==> src/rtl/division_controller.sv <==
// rtl/division_controller.sv - sequences start/shift/load/out strobes for a restoring divider
// Optional fast divide-by-zero path enabled by DIV_CTRL_ZERO_CHECK_EN.
module division_controller #(
   parameter int WIDTH = 8
) (
   input  logic             clk,
   input  logic             rst_n,
   input  logic             req_valid,
   output logic             req_ready,
   input  logic [WIDTH-1:0] req_dividend,
   input  logic [WIDTH-1:0] req_divisor,
   output logic             start,
   output logic             shift,
   output logic             load,
   output logic             out,
   output logic [WIDTH-1:0] dividend,
   output logic [WIDTH-1:0] divisor,
   input  logic [WIDTH-1:0] dp_quotient,
   input  logic [WIDTH-1:0] dp_remainder,
   output logic             res_valid,
   output logic [WIDTH-1:0] quotient,
   output logic [WIDTH-1:0] remainder,
   output logic             div_zero
);

   localparam int CW = $clog2(WIDTH) + 1;
   localparam logic [CW-1:0] LAST_ITER = CW'(WIDTH - 1);

   typedef enum logic [2:0] {
      S_IDLE,
      S_START,
      S_SHIFT,
      S_LOAD1,
      S_LOAD2,
      S_OUT,
      S_CAPTURE,
      S_DONE
   } state_t;

   state_t           state_q, state_d;
   logic [CW-1:0]    cnt_q, cnt_d;
   logic [WIDTH-1:0] dividend_q, dividend_d;
   logic [WIDTH-1:0] divisor_q, divisor_d;
   logic [WIDTH-1:0] quotient_q, quotient_d;
   logic [WIDTH-1:0] remainder_q, remainder_d;
`ifdef DIV_CTRL_ZERO_CHECK_EN
   logic             div_zero_q, div_zero_d;
`endif

   always_ff @(posedge clk or negedge rst_n) begin
      if (!rst_n) begin
         state_q     <= S_IDLE;
         cnt_q       <= '0;
         dividend_q  <= '0;
         divisor_q   <= '0;
         quotient_q  <= '0;
         remainder_q <= '0;
`ifdef DIV_CTRL_ZERO_CHECK_EN
         div_zero_q  <= 1'b0;
`endif
      end else begin
         state_q     <= state_d;
         cnt_q       <= cnt_d;
         dividend_q  <= dividend_d;
         divisor_q   <= divisor_d;
         quotient_q  <= quotient_d;
         remainder_q <= remainder_d;
`ifdef DIV_CTRL_ZERO_CHECK_EN
         div_zero_q  <= div_zero_d;
`endif
      end
   end

   always_comb begin
      state_d     = state_q;
      cnt_d       = cnt_q;
      dividend_d  = dividend_q;
      divisor_d   = divisor_q;
      quotient_d  = quotient_q;
      remainder_d = remainder_q;
`ifdef DIV_CTRL_ZERO_CHECK_EN
      div_zero_d  = div_zero_q;
`endif
      case (state_q)
         S_IDLE: begin
            if (req_valid) begin
               dividend_d = req_dividend;
               divisor_d  = req_divisor;
               cnt_d      = '0;
               state_d    = S_START;
`ifdef DIV_CTRL_ZERO_CHECK_EN
               // Zero divisor skips the datapath entirely and reports at once.
               if (req_divisor == '0) begin
                  state_d     = S_DONE;
                  quotient_d  = '1;
                  remainder_d = req_dividend;
                  div_zero_d  = 1'b1;
               end
`endif
            end
         end
         S_START:   state_d = S_SHIFT;
         S_SHIFT:   state_d = S_LOAD1;
         S_LOAD1:   state_d = S_LOAD2;
         S_LOAD2: begin
            cnt_d   = cnt_q + 1'b1;
            state_d = (cnt_q == LAST_ITER) ? S_OUT : S_SHIFT;
         end
         S_OUT:     state_d = S_CAPTURE;
         S_CAPTURE: begin
            quotient_d  = dp_quotient;
            remainder_d = dp_remainder;
`ifdef DIV_CTRL_ZERO_CHECK_EN
            div_zero_d  = 1'b0;
`endif
            state_d     = S_DONE;
         end
         S_DONE:    state_d = S_IDLE;
         default:   state_d = S_IDLE;
      endcase
   end

   // Ready is masked by reset because the state register already reads IDLE then.
   assign req_ready = rst_n && (state_q == S_IDLE);
   assign start     = (state_q == S_START);
   assign shift     = (state_q == S_SHIFT);
   assign load      = (state_q == S_LOAD1) || (state_q == S_LOAD2);
   assign out       = (state_q == S_OUT);
   assign res_valid = (state_q == S_DONE);
   assign dividend  = dividend_q;
   assign divisor   = divisor_q;
   assign quotient  = quotient_q;
   assign remainder = remainder_q;
`ifdef DIV_CTRL_ZERO_CHECK_EN
   assign div_zero  = div_zero_q;
`else
   assign div_zero  = 1'b0;
`endif

endmodule

==> config.mk <==
export PLATFORM = sky130hd
export DESIGN_NAME = division_controller
export DESIGN_NICKNAME = d
export VERILOG_FILES = /design/src/rtl/division_controller.sv
export SDC_FILE = /design/constraint.sdc
export NUM_CORES = 1
export LEC_CHECK = 0
export ABC_AREA = 1
export ABC_CLOCK_PERIOD_IN_PS = 2000
export BUFFER_PORTS_ARGS = -buffer_cell sky130_fd_sc_hd__buf_4
export CAP_MARGIN = 15
export CORE_AREA = 3 3 64 66
export DETAILED_ROUTE_END_ITERATION = 7
export DIE_AREA = 0 0 67 69
export GPL_TIMING_DRIVEN = 1
export PLACE_DENSITY = 0.87
export SLEW_MARGIN = 0
export SYNTH_ARGS = -nofsm -noshare
export SYNTH_HDL_FRONTEND = slang
export SYNTH_SLANG_ARGS = --single-unit
==> constraint.sdc <==
create_clock -name clk -period 2 [get_ports clk]
set_input_delay 0.1 -clock clk [delete_from_list [all_inputs] [get_ports clk]]
set_output_delay 0.1 -clock clk [all_outputs]
set_load 0.05 [all_outputs]
# Yosys cells after proc, flatten, opt, wreduce, memory -nomap -nowiden

Index checks and enable logic that the tools add are counted.

Input port bits: 35
Word-level logic and storage cells: 27
Output and inout bits: 39
Register bits after elaboration: 39

Multiplexer cells: 5
Reductions and logical operators: 6
Equal/unequal tests: 9
Add/subtract/negate cells: 1

Operators with widths:

| kind                                                                  | count |
|---|---|
| 3-bit one-hot mux with 8 select lines                                 | 1 |
| 3-bit equality test, second input constant                            | 4 |
| 4-bit one-hot mux with 2 select lines                                 | 1 |
| 3-bit by 2-bit equality test with 1-bit output, second input constant | 2 |
| 3-bit 2-to-1 mux                                                      | 2 |
| 4-bit by 1-bit adder with 4-bit output, second input constant         | 1 |
| 4-bit by 3-bit equality test with 1-bit output, second input constant | 1 |
| 4-bit 2-to-1 mux                                                      | 1 |
| 2-bit AND reduction                                                   | 2 |
| 3-bit by 1-bit equality test with 1-bit output, second input constant | 1 |
| 3-bit logical NOT                                                     | 1 |
| 2-bit != test, second input constant                                  | 1 |
| 2-bit nonzero test                                                    | 1 |
| 1-bit logical AND                                                     | 1 |
| 1-bit logical OR                                                      | 1 |

# Depth between registers and ports, before layout

Depth in word-level cells: 3
Mapped depth: 5
Gate-level depth less buffers: 5

# Worst setup path before layout

No wires, ideal clock.

Path type: flip-flop to output port
Start point: register state_q[1]
End point: output port req_ready
Path buffers: 0
Data arrival time: 1.341 ns
Data required time: 1.900 ns
Cell stages (with the launch flop): 4
Path slack: 0.559 ns
Cells stage by stage: dfrtp_1 -> nor2_4 -> nand2_1 -> nor2_1

Word-level cells in the longest chain between the ends: 2

Ends and longest elaborated chain:

| element                | RTL line | RTL |
|---|---|---|
| start, declared        | 40       | `state_t state_q, state_d;` |
| start signal, assigned | 62       | `state_q <= state_d;` |
| 3-bit logical NOT      | 124      | `assign req_ready = rst_n && (state_q == S_IDLE);` |
| 1-bit logical AND      | 124      |  |
| end, declared          | 9        | `output logic req_ready,` |

No other way between the ends.

# Worst setup path after layout

Ends and elaborated chain as after synthesis.

==> summary.txt <==
Pwr
  – LEAKAGE: 1.38 nW
  – NetSw: 2.48 mW
  – Clk pwr share: 12.0%
  – Pint: 2.29 mW
  – Total power: 4.77 mW
  – Sequential share of power: 30.3%
  – Max VDD drop: 1.08 mV
  – Pwr Density: 1960 nW/um^2
  – Combinational Power Share: 57.7%
  – Switching Fraction: 51.9%

Layout
  – Final Util: 67.1%
  – P&R area growth vs syn: 36.0%
  – Final Cell Area: 2440 um^2
  – Ant. Diodes: 0
  – Fin cells: 318
  – Share of layout cells above drive strength 1: 40.0%
  – Total Nets Final: 305

Die
  – # rows: 22
  – Die height: 69 um
  – Initial core utilization: 49.3%
  – I/O pin count: 74
  – Die ar.: 4620 um^2
  – Die X: 67 um
  – Core ar.: 3630 um^2

Critical path
  – Crit path max fanout: 6
  – Critical-path cell list: nor2_4, nand2_1, nor2_1, buf_4
  – Critical path arrival: 1.37 ns
  – CP endpoint kind: output port
  – WP data required: 1.90 ns
  – CP peak stage delay: 0.48 ns
  – Setup Crit Path Kind: register to output port
  – Startpoint Class: register
  – R2R depth: 4
  – Slowest-stage cell, CP: dfrtp_1

Route
  – Iter 0 DRT Violations: 96
  – TritonRoute pass-1 iters: 4
  – Routed Antenna Nets: 0
  – Total wire length: 3600 um
  – DR vias/cell: 4.51
  – WL/cell: 11.3 um
  – DR vias: 1,434
  – DRC Markers: 0

STA
  – Min Tclk post-route: 1.47 ns
  – Setup slack after layout: 0.533 ns
  – Peak Freq: 682 MHz
  – Crit share post-route: 73.4%
  – Setup TNS: 0 ns
  – Rel. slew slack: 65.8%
  – Finish-stage setup viols: 0
  – RSZ-0062 raised after global routing: no
  – Hold slack: 0.0547 ns
  – Max-slew violation count: 0
  – Worst-margin pin slew: 0.507 ns
  – Clock Skew: 0.00848 ns
  – Final Hold Vio Count: 0

Clock tree
  – CTS tree: done
  – CTS HTree Levels: 2
  – CTS max path bufs: 2
  – Clock transition at path regs: 0.07 ns
  – Num CTS Buffers: 5
  – Root buffer cell: clkbuf_8
  – Clk sink count: 39
  – Clk Latency, worst-skew pair: 0.28 ns

Placement
  – Final RePlAce weighted congestion: 0.906
  – Placed instance area: 2320 um^2
  – Placed cell count: 309
  – Pre-CTS WS: 0.579 ns
  – I/O Buffers: 72
  – Post-DP HPWL: 2790 um

Global routing
  – Gr ovfl total: 0
  – Initial antenna violation count: 0
  – Total GRT Usage: 17.2%
  – First-pass GRT wire length: 6150 um
  – Largest net degree at the start of global routing: 40
  – Vias in the first global route: 1,486

Yosys
  – Most frequent cell after synthesis: nand2_1
  – Main synth FF type: dfrtp_1
  – Register bit total from synthesis: 39
  – Fraction of registers with async set/reset: 100%
  – Ys Warns: 0
  – Top-area cell type share of the netlist area: 54.5%
  – Synth area leader: dfrtp_1
  – Synth Cell Area: 1790 um^2
  – Commonest cells post-synth: 55 x nand2_1, 39 x dfrtp_1, 37 x inv_1, 22 x o21ai_2, 10 x nor2_1
  – Mapped Nets: 231
  – Avg Synthesized Cell Area: 9.19 um^2
  – Mapped Cells: 195
  – Post-synth EDFFs: 0
  – Yosys cell types: 18
  – Synth area leaders: dfrtp_1 54%, nand2_1 12%, o21ai_2 11%
  – Seq/Total Area, Yosys: 54.5%

Worst hold path
  – Hold Crit Class: primary input to register
  – Worst hold stages: 3

Flow run
  – Max-cap viol count: 0

Outcome
  – Outcome: finished, final reports clean
==> critical path: cells and delay by family (launching register included) <==
| kind | cells | cell delay, ns |
|---|---|---|
| buffers and inverters | 1 | 0.20 |
| flip-flops | 1 | 0.48 |
| AND/OR/NAND/NOR | 3 | 0.41 |
==> metal layers <==
layer  vias up  GRT usage (%)  wire length (um)
met4         0           4.28                17
met1       646           19.0              1400
met5         -              0                 0
met3         2           7.82               352
met2        56           29.5              1830
li1        730              -                 -
==> cells in the final DEF, fill, tap and decap left out, drive strengths merged <==
| cell | Yosys | routed |
|---|---|---|
| nand2 | 55 | 55 |
| ha | 1 | 1 |
| o21ai | 34 | 34 |
| clkbuf | 0 | 7 |
| buf | 7 | 73 |
| dlygate4sd3 | 0 | 1 |
| nor2 | 11 | 11 |
| nand3 | 7 | 7 |
| dfrtp | 39 | 39 |
| or2 | 1 | 1 |
| inv | 38 | 38 |
| conb | 1 | 1 |
| clkinvlp | 0 | 1 |
| nand4 | 1 | 1 |
==> sequential cells by signal, indices dropped and copies added, names as in the netlist <==
signal / count
dividend: 8
divisor: 8
quotient: 8
remainder: 8
cnt_q: 4
state_q: 3
==> final timing paths <==
path                                    end  slack [ns]            from
worst max-delay path              req_ready        0.53      state_q[1]
max in group asynchronous          cnt_q[2]        1.26           rst_n
worst min-delay path            quotient[0]        0.05  dp_quotient[0]
worst min register to register   divisor[6]        0.49      divisor[6]
min in group asynchronous       quotient[2]        0.41           rst_n
worst max register to register   divisor[3]        0.58      state_q[1]
==> cells by family (layout without fill, tap and decap cells) <==
logic type / count (synthesis) / after routing / share of synthesized area [%]
AND/OR/NAND/NOR: 75 / 75 / 18.3
buffers and inverters: 45 / 120 / 12.2
flip-flops: 39 / 39 / 54.5
AO/OA/AOI/OAI: 34 / 34 / 14.1
adder cells (fa/ha/maj): 1 / 1 / 0.698
other: 1 / 1 / 0.209
==> layout make-up <==
| class | count | area (um^2) |
|---|---|---|
| clock buffers | 7 | 96.3 |
| clock inverters | 1 | 7.51 |
| fillers | 302 | 1200 |
| inverters | 38 | 143 |
| multi-input cells | 111 | 597 |
| flip-flops and latches | 39 | 976 |
| well taps | 48 | 60.1 |
| repair buffers | 74 | 558 |
==> power by group through the flow <==
| stage | logic (mW) | clock network [mW] | registers, mW |
|---|---|---|---|
| final | 2.75 | 0.571 | 1.44 |
| after global placement | 2.71 | 0 | 1.44 |
| after detailed placement | 2.78 | 0 | 1.45 |
| after floorplan | 0.980 | 0 | 2.48 |
| after global routing | 2.95 | 0.629 | 1.50 |
| after CTS | 2.78 | 0.591 | 1.45 |
==> what timing repair did <==
| item | in CTS | in global routing |
|---|---|---|
| endpoints found under the setup margin | 0 | 0 |
| resized for setup | 0 | 0 |
| buffers inserted | 0 | 0 |
| endpoints found under the hold margin | 39 | 0 |
| hold buffers | 1 | 0 |
Power figures use the tool's default switching activity.
